### src/rtl/path_follower_pkg.sv
// Shared maze definitions: move codes, FSM state encoding, coordinate width
// and the boundary check used before any coordinate update.
package path_follower_pkg;

  localparam int COORD_W = 4;
  localparam int STEP_W  = 8;

  typedef logic [COORD_W-1:0] coord_t;

  typedef enum logic [1:0] {
    MV_UP    = 2'b00,
    MV_RIGHT = 2'b01,
    MV_LEFT  = 2'b10,
    MV_DOWN  = 2'b11
  } move_t;

  typedef enum logic [1:0] {
    ST_IDLE = 2'b00,
    ST_RUN  = 2'b01,
    ST_DONE = 2'b10,
    ST_FAIL = 2'b11
  } state_t;

  typedef struct packed {
    logic  last;
    move_t mv;
  } move_entry_t;

  // True when applying mv at (row, col) stays inside the 16x16 grid.
  function automatic logic move_in_bounds(input move_t mv, input coord_t row, input coord_t col);
    logic ok;
    case (mv)
      MV_UP:    ok = (row != '0);
      MV_DOWN:  ok = (row != '1);
      MV_LEFT:  ok = (col != '0);
      MV_RIGHT: ok = (col != '1);
      default:  ok = 1'b0;
    endcase
    return ok;
  endfunction

endpackage

### src/rtl/path_follower_move_fifo.sv
// Move buffer: DEPTH-entry FIFO of {last, move}. A write is dropped while
// full even if a read happens in the same cycle; clear empties it at once.
module move_fifo
  import path_follower_pkg::*;
#(
  parameter int DEPTH = 4
) (
  input  logic        clk,
  input  logic        rst,
  input  logic        i_clear,
  input  logic        i_wr,
  input  move_entry_t i_wdata,
  input  logic        i_rd,
  output move_entry_t o_rdata,
  output logic        o_full,
  output logic        o_empty
);

  localparam int AW = $clog2(DEPTH);

  logic [AW-1:0] r_wptr;
  logic [AW-1:0] r_rptr;
  logic [AW:0]   r_count;
  move_entry_t   r_mem [DEPTH];

  logic w_wr;
  logic w_rd;

  assign o_full  = (r_count == (AW+1)'(DEPTH));
  assign o_empty = (r_count == '0);
  assign w_wr    = i_wr && !o_full;
  assign w_rd    = i_rd && !o_empty;
  assign o_rdata = r_mem[r_rptr];

  // Pointer and occupancy tracking; clear has priority over traffic.
  always_ff @(posedge clk or posedge rst) begin
    if (rst) begin
      r_wptr  <= '0;
      r_rptr  <= '0;
      r_count <= '0;
    end else if (i_clear) begin
      r_wptr  <= '0;
      r_rptr  <= '0;
      r_count <= '0;
    end else begin
      if (w_wr) r_wptr <= r_wptr + 1'b1;
      if (w_rd) r_rptr <= r_rptr + 1'b1;
      case ({w_wr, w_rd})
        2'b10:   r_count <= r_count + 1'b1;
        2'b01:   r_count <= r_count - 1'b1;
        default: r_count <= r_count;
      endcase
    end
  end

  // Storage array needs no reset; occupancy alone defines valid entries.
  always_ff @(posedge clk) begin
    if (w_wr && !i_clear) r_mem[r_wptr] <= i_wdata;
  end

endmodule

### src/rtl/path_follower.sv
// Path follower: buffers grid moves and executes one per cycle, reporting
// each reached position through a valid/ready handshake.
// state | meaning
// IDLE  | after reset, waits for start
// RUN   | accepting and executing moves
// DONE  | last move executed in bounds; outputs held
// FAIL  | a move would have left the grid; outputs held
module path_follower
  import path_follower_pkg::*;
#(
  parameter int     DEPTH    = 4,
  parameter coord_t GOAL_ROW = 4'd15,
  parameter coord_t GOAL_COL = 4'd15
) (
  input  logic              clk,
  input  logic              rst,
  input  logic              start,
  input  logic [1:0]        moveIn,
  input  logic              moveLast,
  input  logic              moveValid,
  output logic              moveReady,
  output coord_t            row,
  output coord_t            col,
  output logic              posValid,
  input  logic              posReady,
  output logic [STEP_W-1:0] stepCount,
  output logic              done,
  output logic              goalHit,
  output logic              fail
);

  state_t            r_state;
  coord_t            r_row;
  coord_t            r_col;
  logic [STEP_W-1:0] r_step;
  logic              r_pos_valid;
  logic              r_done;
  logic              r_goal;
  logic              r_fail;

  logic        w_full;
  logic        w_empty;
  logic        w_wr;
  logic        w_exec;
  logic        w_inb;
  logic        w_fifo_clear;
  move_entry_t w_head;
  move_entry_t w_wentry;
  coord_t      w_nrow;
  coord_t      w_ncol;

  assign moveReady    = (r_state == ST_RUN) && !w_full;
  assign w_wr         = moveValid && moveReady;
  assign w_wentry     = '{last: moveLast, mv: move_t'(moveIn)};
  assign w_exec       = (r_state == ST_RUN) && !w_empty && (!r_pos_valid || posReady) && !start;
  assign w_inb        = move_in_bounds(w_head.mv, r_row, r_col);
  // Leftover moves are dropped once the run ends, whichever way it ends.
  assign w_fifo_clear = start || (w_exec && (w_head.last || !w_inb));

  move_fifo #(.DEPTH(DEPTH)) u_fifo (
    .clk     (clk),
    .rst     (rst),
    .i_clear (w_fifo_clear),
    .i_wr    (w_wr),
    .i_wdata (w_wentry),
    .i_rd    (w_exec),
    .o_rdata (w_head),
    .o_full  (w_full),
    .o_empty (w_empty)
  );

  // Candidate position for the move at the buffer head.
  always_comb begin
    w_nrow = r_row;
    w_ncol = r_col;
    case (w_head.mv)
      MV_UP:    w_nrow = r_row - 1'b1;
      MV_DOWN:  w_nrow = r_row + 1'b1;
      MV_LEFT:  w_ncol = r_col - 1'b1;
      MV_RIGHT: w_ncol = r_col + 1'b1;
      default:  w_nrow = r_row;
    endcase
  end

  // Run control, position/step update and position handshake.
  always_ff @(posedge clk or posedge rst) begin
    if (rst) begin
      r_state     <= ST_IDLE;
      r_row       <= '0;
      r_col       <= '0;
      r_step      <= '0;
      r_pos_valid <= 1'b0;
      r_done      <= 1'b0;
      r_goal      <= 1'b0;
      r_fail      <= 1'b0;
    end else if (start) begin
      r_state     <= ST_RUN;
      r_row       <= '0;
      r_col       <= '0;
      r_step      <= '0;
      r_pos_valid <= 1'b0;
      r_done      <= 1'b0;
      r_goal      <= 1'b0;
      r_fail      <= 1'b0;
    end else if (w_exec) begin
      if (w_inb) begin
        r_row       <= w_nrow;
        r_col       <= w_ncol;
        r_pos_valid <= 1'b1;
        r_step      <= (r_step == '1) ? r_step : r_step + 1'b1;
        if (w_head.last) begin
          r_state <= ST_DONE;
          r_done  <= 1'b1;
          r_goal  <= (w_nrow == GOAL_ROW) && (w_ncol == GOAL_COL);
        end
      end else begin
        r_pos_valid <= 1'b0;
        r_fail      <= 1'b1;
        r_state     <= ST_FAIL;
      end
    end else if (r_pos_valid && posReady) begin
      r_pos_valid <= 1'b0;
    end
  end

  assign row       = r_row;
  assign col       = r_col;
  assign posValid  = r_pos_valid;
  assign stepCount = r_step;
  assign done      = r_done;
  assign goalHit   = r_goal;
  assign fail      = r_fail;

endmodule

### config.mk
export PLATFORM = sky130hd
export DESIGN_NAME = path_follower
export DESIGN_NICKNAME = d
export VERILOG_FILES = /design/src/rtl/path_follower_pkg.sv /design/src/rtl/path_follower_move_fifo.sv /design/src/rtl/path_follower.sv
export SDC_FILE = /design/constraint.sdc
export NUM_CORES = 1
export LEC_CHECK = 0
export BUFFER_PORTS_ARGS = -buffer_cell sky130_fd_sc_hd__buf_2
export CAP_MARGIN = 20
export CORE_ASPECT_RATIO = 0.9
export CORE_MARGIN = 10
export CORE_UTILIZATION = 58
export CTS_CLUSTER_DIAMETER = 30
export DETAILED_ROUTE_END_ITERATION = 10
export PLACE_DENSITY = 0.79
export SYNTH_ARGS = -nofsm -noshare
export SYNTH_HDL_FRONTEND = slang
export SYNTH_SLANG_ARGS = --single-unit
### constraint.sdc
create_clock -name clk -period 3.65 [get_ports clk]
set_input_delay 0.5475 -clock clk [delete_from_list [all_inputs] [get_ports clk]]
set_output_delay 0.5475 -clock clk [all_outputs]
set_load 0.01 [all_outputs]
Word level (Yosys, flattened, before mapping)
Memories as Yosys holds them, arrays and structs flattened.
Cells that the tools add are included.

storage, ports and cells
  bits in registers = 29
  bits in writable memories = 12
  output and inout bits = 21
  logic and storage cells = 112
  memories kept = 1

cells by class
  add/subtract/negate cells = 9
  eq/ne operators = 15
  mux-type cells = 40
  reduce and logical (&&, ||, !) cells = 36

memory list
  memory        words  width  read ports  clocked after memory_dff  write ports  RTL line                       RTL
  u_fifo.r_mem  4      3      1           0                         1            path_follower_move_fifo.sv:24  move_entry_t r_mem [DEPTH];

operators by type and width
  cell                   number
  $mux W8                4
  $mux W4                6
  $mux W1                17
  $mux W2                8
  $pmux W4 S2            2
  $logic_and A1 B1 Y1    11
  $reduce_bool A2 Y1     5
  $add A4 B1 Y4 const B  2
  $add A8 B1 Y8 const B  1
  $eq A4 B4 Y1 const B   2
  $eq A8 B8 Y1 const B   1
  $ne A4 B4 Y1 const B   2
  $reduce_bool A4 Y1     2
  $sub A4 B1 Y4 const B  2
  $eq A2 B1 Y1 const B   3
  $eq A2 B2 Y1 const B   3
  $logic_not A1 Y1       6
  $pmux W3 S2            1
  $reduce_and A2 Y1      3
  $reduce_and A3 Y1      2
  $reduce_bool A3 Y1     2
  $add A2 B1 Y2 const B  2
  $ne A2 B2 Y1 const B   2
  $pmux W1 S4            1
  8 further kinds        10

Longest topological paths before layout
  word-level depth = 11
  depth in mapped cells = 11
  depth with buffers taken out = 10

Cells and area by module
A second synthesis with hierarchy kept.

second synthesis, totals
  cells, all modules = 257
  area total of the unflattened synthesis = 2670.1 µm²

by module, submodules not included
  module         times used  cells an instance  area each (µm²)
  path_follower  1           175                1619.1
  move_fifo      1           82                 1051.0

Least setup slack after synthesis
OpenSTA, ideal clock, no wires.

  kind = reg2reg
  start point = register u_fifo.r_rptr[0]
  end point = memory u_fifo.r_mem[0][0] (netlist bit), enable pin
  library setup time = 0.374 ns
  arrival = 2.437 ns
  required time = 3.276 ns
  slack = 0.839 ns
  cell stages (with the launch flop) = 9
  path buffers = 1
  period minus slack after synthesis = 2.811 ns
  cells stage by stage = dfrtp_1 -> buf_2 -> mux4_2 -> ha_1 -> inv_1 -> a31o_2 -> o21ai_2 -> o21a_2 -> nor4b_1

between the ends
  longest elaborated chain between the ends = 11
  elaborated cells on any way between the ends = 14

RTL lines
  what                                        RTL line                       RTL
  start, declared                             path_follower_move_fifo.sv:22  logic [AW-1:0] r_rptr;
  start signal, assigned                      path_follower_move_fifo.sv:47  if (w_rd) r_rptr <= r_rptr + 1'b1;
  $mem_v2 Z4 W3 (*)                           n/a
  $eq A2 B1 Y1, or another cell as far along  path_follower_pkg.sv:32        case (mv)
  $pmux W1 S4                                 path_follower_pkg.sv:32
  $logic_not A1 Y1                            path_follower.sv:58            assign w_fifo_clear = start || (w_exec && (w_head.last || !w_inb));
  $logic_or A1 B1 Y1 (*)                      path_follower.sv:58
  $logic_and A1 B1 Y1 (*)                     path_follower.sv:58
  $logic_or A1 B1 Y1 (*)                      path_follower.sv:58
  $logic_not A1 Y1 (*)                        path_follower_move_fifo.sv:58  if (w_wr && !i_clear) r_mem[r_wptr] <= i_wdata;
  $logic_and A1 B1 Y1 (*)                     path_follower_move_fifo.sv:58
  $mux W1 (*)                                 path_follower_move_fifo.sv:58
  $mux W1 (not written as such) (*)           path_follower_move_fifo.sv:58
  end, declared                               path_follower_move_fifo.sv:24

Mark *: on every way between the ends. The rest lies on a longest branch, timed or not.

Worst setup path after layout
Ends and elaborated chain as after synthesis.

==> summary.txt <==
Global route
  • Grt met3 use: 0.0366
  • First-pass GRT wire length: 8.17 mm
  • GR Overflow Total: 0
  • Overall Global Routing Usage: 0.146
  • Met1 usage: 0.189
  • Vias in the first global route: 1710
  • Largest net degree at the start of global routing: between 40 and 50
  • Grt peak-use layer: met2
  • Met2 usage: 0.223
  • Initial antenna violation count: 0

Floorplan
  • Die H: around 80 um
  • Die X-Extent: slightly below 90 um
  • Initial Utilization: 0.604
  • Num ports: 29
  • Site Rows: 22
  • Core Area: roughly 4100 um^2
  • Die area: roughly 7300 um^2

Setup path
  • Critical path data arrival time: roughly 3200 ps
  • Worst R2R End: u_fifo.r_mem[0][0]
  • Worst EP required: roughly 3600 ps
  • R2r setup slk: 380 ps
  • Highest net fanout along the worst path: 12
  • CP endpoint kind: flop
  • Crit path kind: reg -> reg
  • Worst Reg-to-Reg Cells: 7
  • CP Launch Type: flop
  • R2r startpoint: u_fifo.r_rptr[0]

CTS
  • # clock sinks: between 40 and 50
  • Root buf cell: clkbuf_8
  • Worst skew pair latency: 310 ps
  • Cts hold-fix bufs: 0
  • CTS tree: yes
  • Resize count post-CTS: 0
  • Clock slew at reported path FFs: 80 ps
  • Num CTS Buffers: 5
  • Clock tree buffer depth: 2
  • CTS H-Tree Depth: 2
  • Post-CTS setup buffers: 0

Min path
  • Worst hold path type: in -> async

Cells and area
  • Fillers: 318
  • Ratio of cells with drive above 1 in the final layout: 0.245
  • Layout area overhead: 10.3%
  • Area of the multi-input gates: 1290 um^2
  • ANT cells: 0
  • Design area: 2740 um^2
  • Register area: between 1000 and 1500 um^2
  • Final core occ: 0.667
  • Nets: about 280

Detailed routing
  • Starting DRT DRC Count: around 120
  • Avg Vias per Cell: between 5 and 6
  • Residual DRC count: 0
  • Post-route ant nets: 0
  • Total number of vias: around 1800
  • DR WL/cell: 16.2 um
  • WL final: just under 5 mm
  • DR pass1 iterations: 4

Placed design
  • Area after DPL: around 2600 um^2
  • Post-DP HPWL: ~3.6 mm
  • Routability cong.: 0.838
  • IO buf count: 28

STA
  • Final Hold Violating Endpoints: 0
  • Max Slew Vio Count: 0
  • Minimum clock period: about 3300 ps
  • Relative slew slack: 0.579
  • Fmax achieved: approximately 300 MHz
  • Final setup fails: 0
  • Clk_skew: between 4 and 5 ps
  • Final setup TNS: 0 ps
  • Final Cycle Share: 0.895
  • Slew @ Worst Pin: approximately 620 ps
  • RSZ-0062 raised after global routing: false

Power and ir drop
  • Maximum vdd drop: slightly below 0.0004 V
  • Leakage: roughly 0.0012 uW
  • Power per cell area: just under 800 nW/um^2

Yosys
  • Most common cell in the netlist: dfrtp_1
  • Number of synthesized flops with an enable pin: 12
  • Syn avg cell area: roughly 11 um^2
  • Mapped Area: between 2000 and 2500 um^2
  • Synth top area share: 0.293
  • Leading area contributor after synthesis: dfrtp_1
  • Net Count, Synth: 250
  • Cells after Synth: around 230
  • Area contributors post-synth: dfrtp_1 29%, edfxtp_1 15%, ha_1 7.1%
  • Seq/Total Area, Yosys: 0.438
  • Top_reg_cell synth: dfrtp_1
  • Synth unique cells: 57
  • Async S/R FF share, synth: 0.707
  • Seq cells post-synth: between 40 and 50
  • Yosys warns: 0
  • Synth top cells by count: 29 x dfrtp_1, 17 x nor2_1, 14 x ha_1, 13 x nand2_1, 12 x edfxtp_1

Flow run
  • Max-Cap Viols: 0

Outcome
  • Status: complete, no violations
==> state kept, by name (all words and copies together), names as in the netlist, 2 cells and up <==
name and cells:
col 4, r_state 2, row 4, stepCount 8
u_fifo.r_count 3, u_fifo.r_mem 12, u_fifo.r_rptr 2, u_fifo.r_wptr 2
==> cell usage in the layout (no fill, tap or decap), drive strengths merged, types with 5 or more instances in the layout <==
master | netlist | routed
a21oi | 11 | 11
buf | 5 | 31
clkbuf | 6 | 5
dfrtp | 29 | 29
edfxtp | 12 | 12
ha | 14 | 14
inv | 11 | 12
nand2 | 13 | 13
nand2b | 7 | 7
nand3 | 5 | 5
nand4 | 5 | 5
nor2 | 17 | 17
nor3 | 10 | 10
nor4b | 5 | 5
o21ai | 8 | 8
xnor2 | 7 | 7
xor2 | 5 | 5
==> layout make-up <==
cell class,count,share of cell area
flip-flops and latches,41,0.397
well taps,48,0.0220
clock inverters,3,0.00915
clock buffers,5,0.0252
inverters,11,0.0151
repair buffers,31,0.0595
multi-input cells,162,0.472
==> worst max-delay path by stage <==
stage / cells after the start / slack, ps / to / start
after floorplan: 8 / 840 / u_fifo.r_mem[0][0] / u_fifo.r_rptr[0]
after global placement: 7 / 530 / u_fifo.r_mem[0][0] / u_fifo.r_rptr[0]
after detailed placement: 7 / 380 / u_fifo.r_mem[0][0] / u_fifo.r_rptr[0]
after CTS: 7 / 380 / u_fifo.r_mem[0][0] / u_fifo.r_rptr[0]
after global routing: 7 / 120 / u_fifo.r_mem[2][0] / u_fifo.r_rptr[0]
final: 7 / 380 / u_fifo.r_mem[0][0] / u_fifo.r_rptr[0]
==> power by group <==
group	total, uW	switching, uW	internal, uW
Combinational	1120	669	451
Clock	316	178	138
Sequential	676	109	567
==> metrics by stage <==
| stage | hold WS (ps) | total power, uW | std cells | worst slack [ps] |
|---|---|---|---|---|
| after global routing | 329 | 2280 | 301 | 118 |
| after global placement | 479 | 1770 | 293 | 534 |
| after detailed placement | 492 | 1800 | 293 | 381 |
| after CTS | 300 | 2130 | 301 | 385 |
| final | 293 | 2110 | 301 | 385 |
| after floorplan | 473 | 1590 | 225 | 839 |
==> layer usage <==
layer  vias up  part of all wire
li1        870                 -
met2        45              0.45
met1       846              0.48
met3        10             0.052
met4         0             0.023
met5         -                 0
==> worst max-delay path: stages (launching register included) <==
cell     delay (ps)
dfrtp_1         490
mux4_2          580
ha_1            310
inv_1           200
a31o_2          230
o21ai_2         150
o21a_2          340
nor4b_1         600
==> kinds of logic (layout without fill, tap and decap cells) <==
group                      after synthesis  after routing  synth area share
xor gates and xnor gates                12             12            0.0424
adders and majority gates               17             17            0.0949
DFF                                     41             41             0.438
and+or+nand+nor                         82             82             0.188
AOI/OAI and AO/OA                       41             41             0.135
muxes                                   10             10            0.0601
buffers and inverters                   22             50            0.0409
Note: power is estimated with default switching activity, not from simulation.
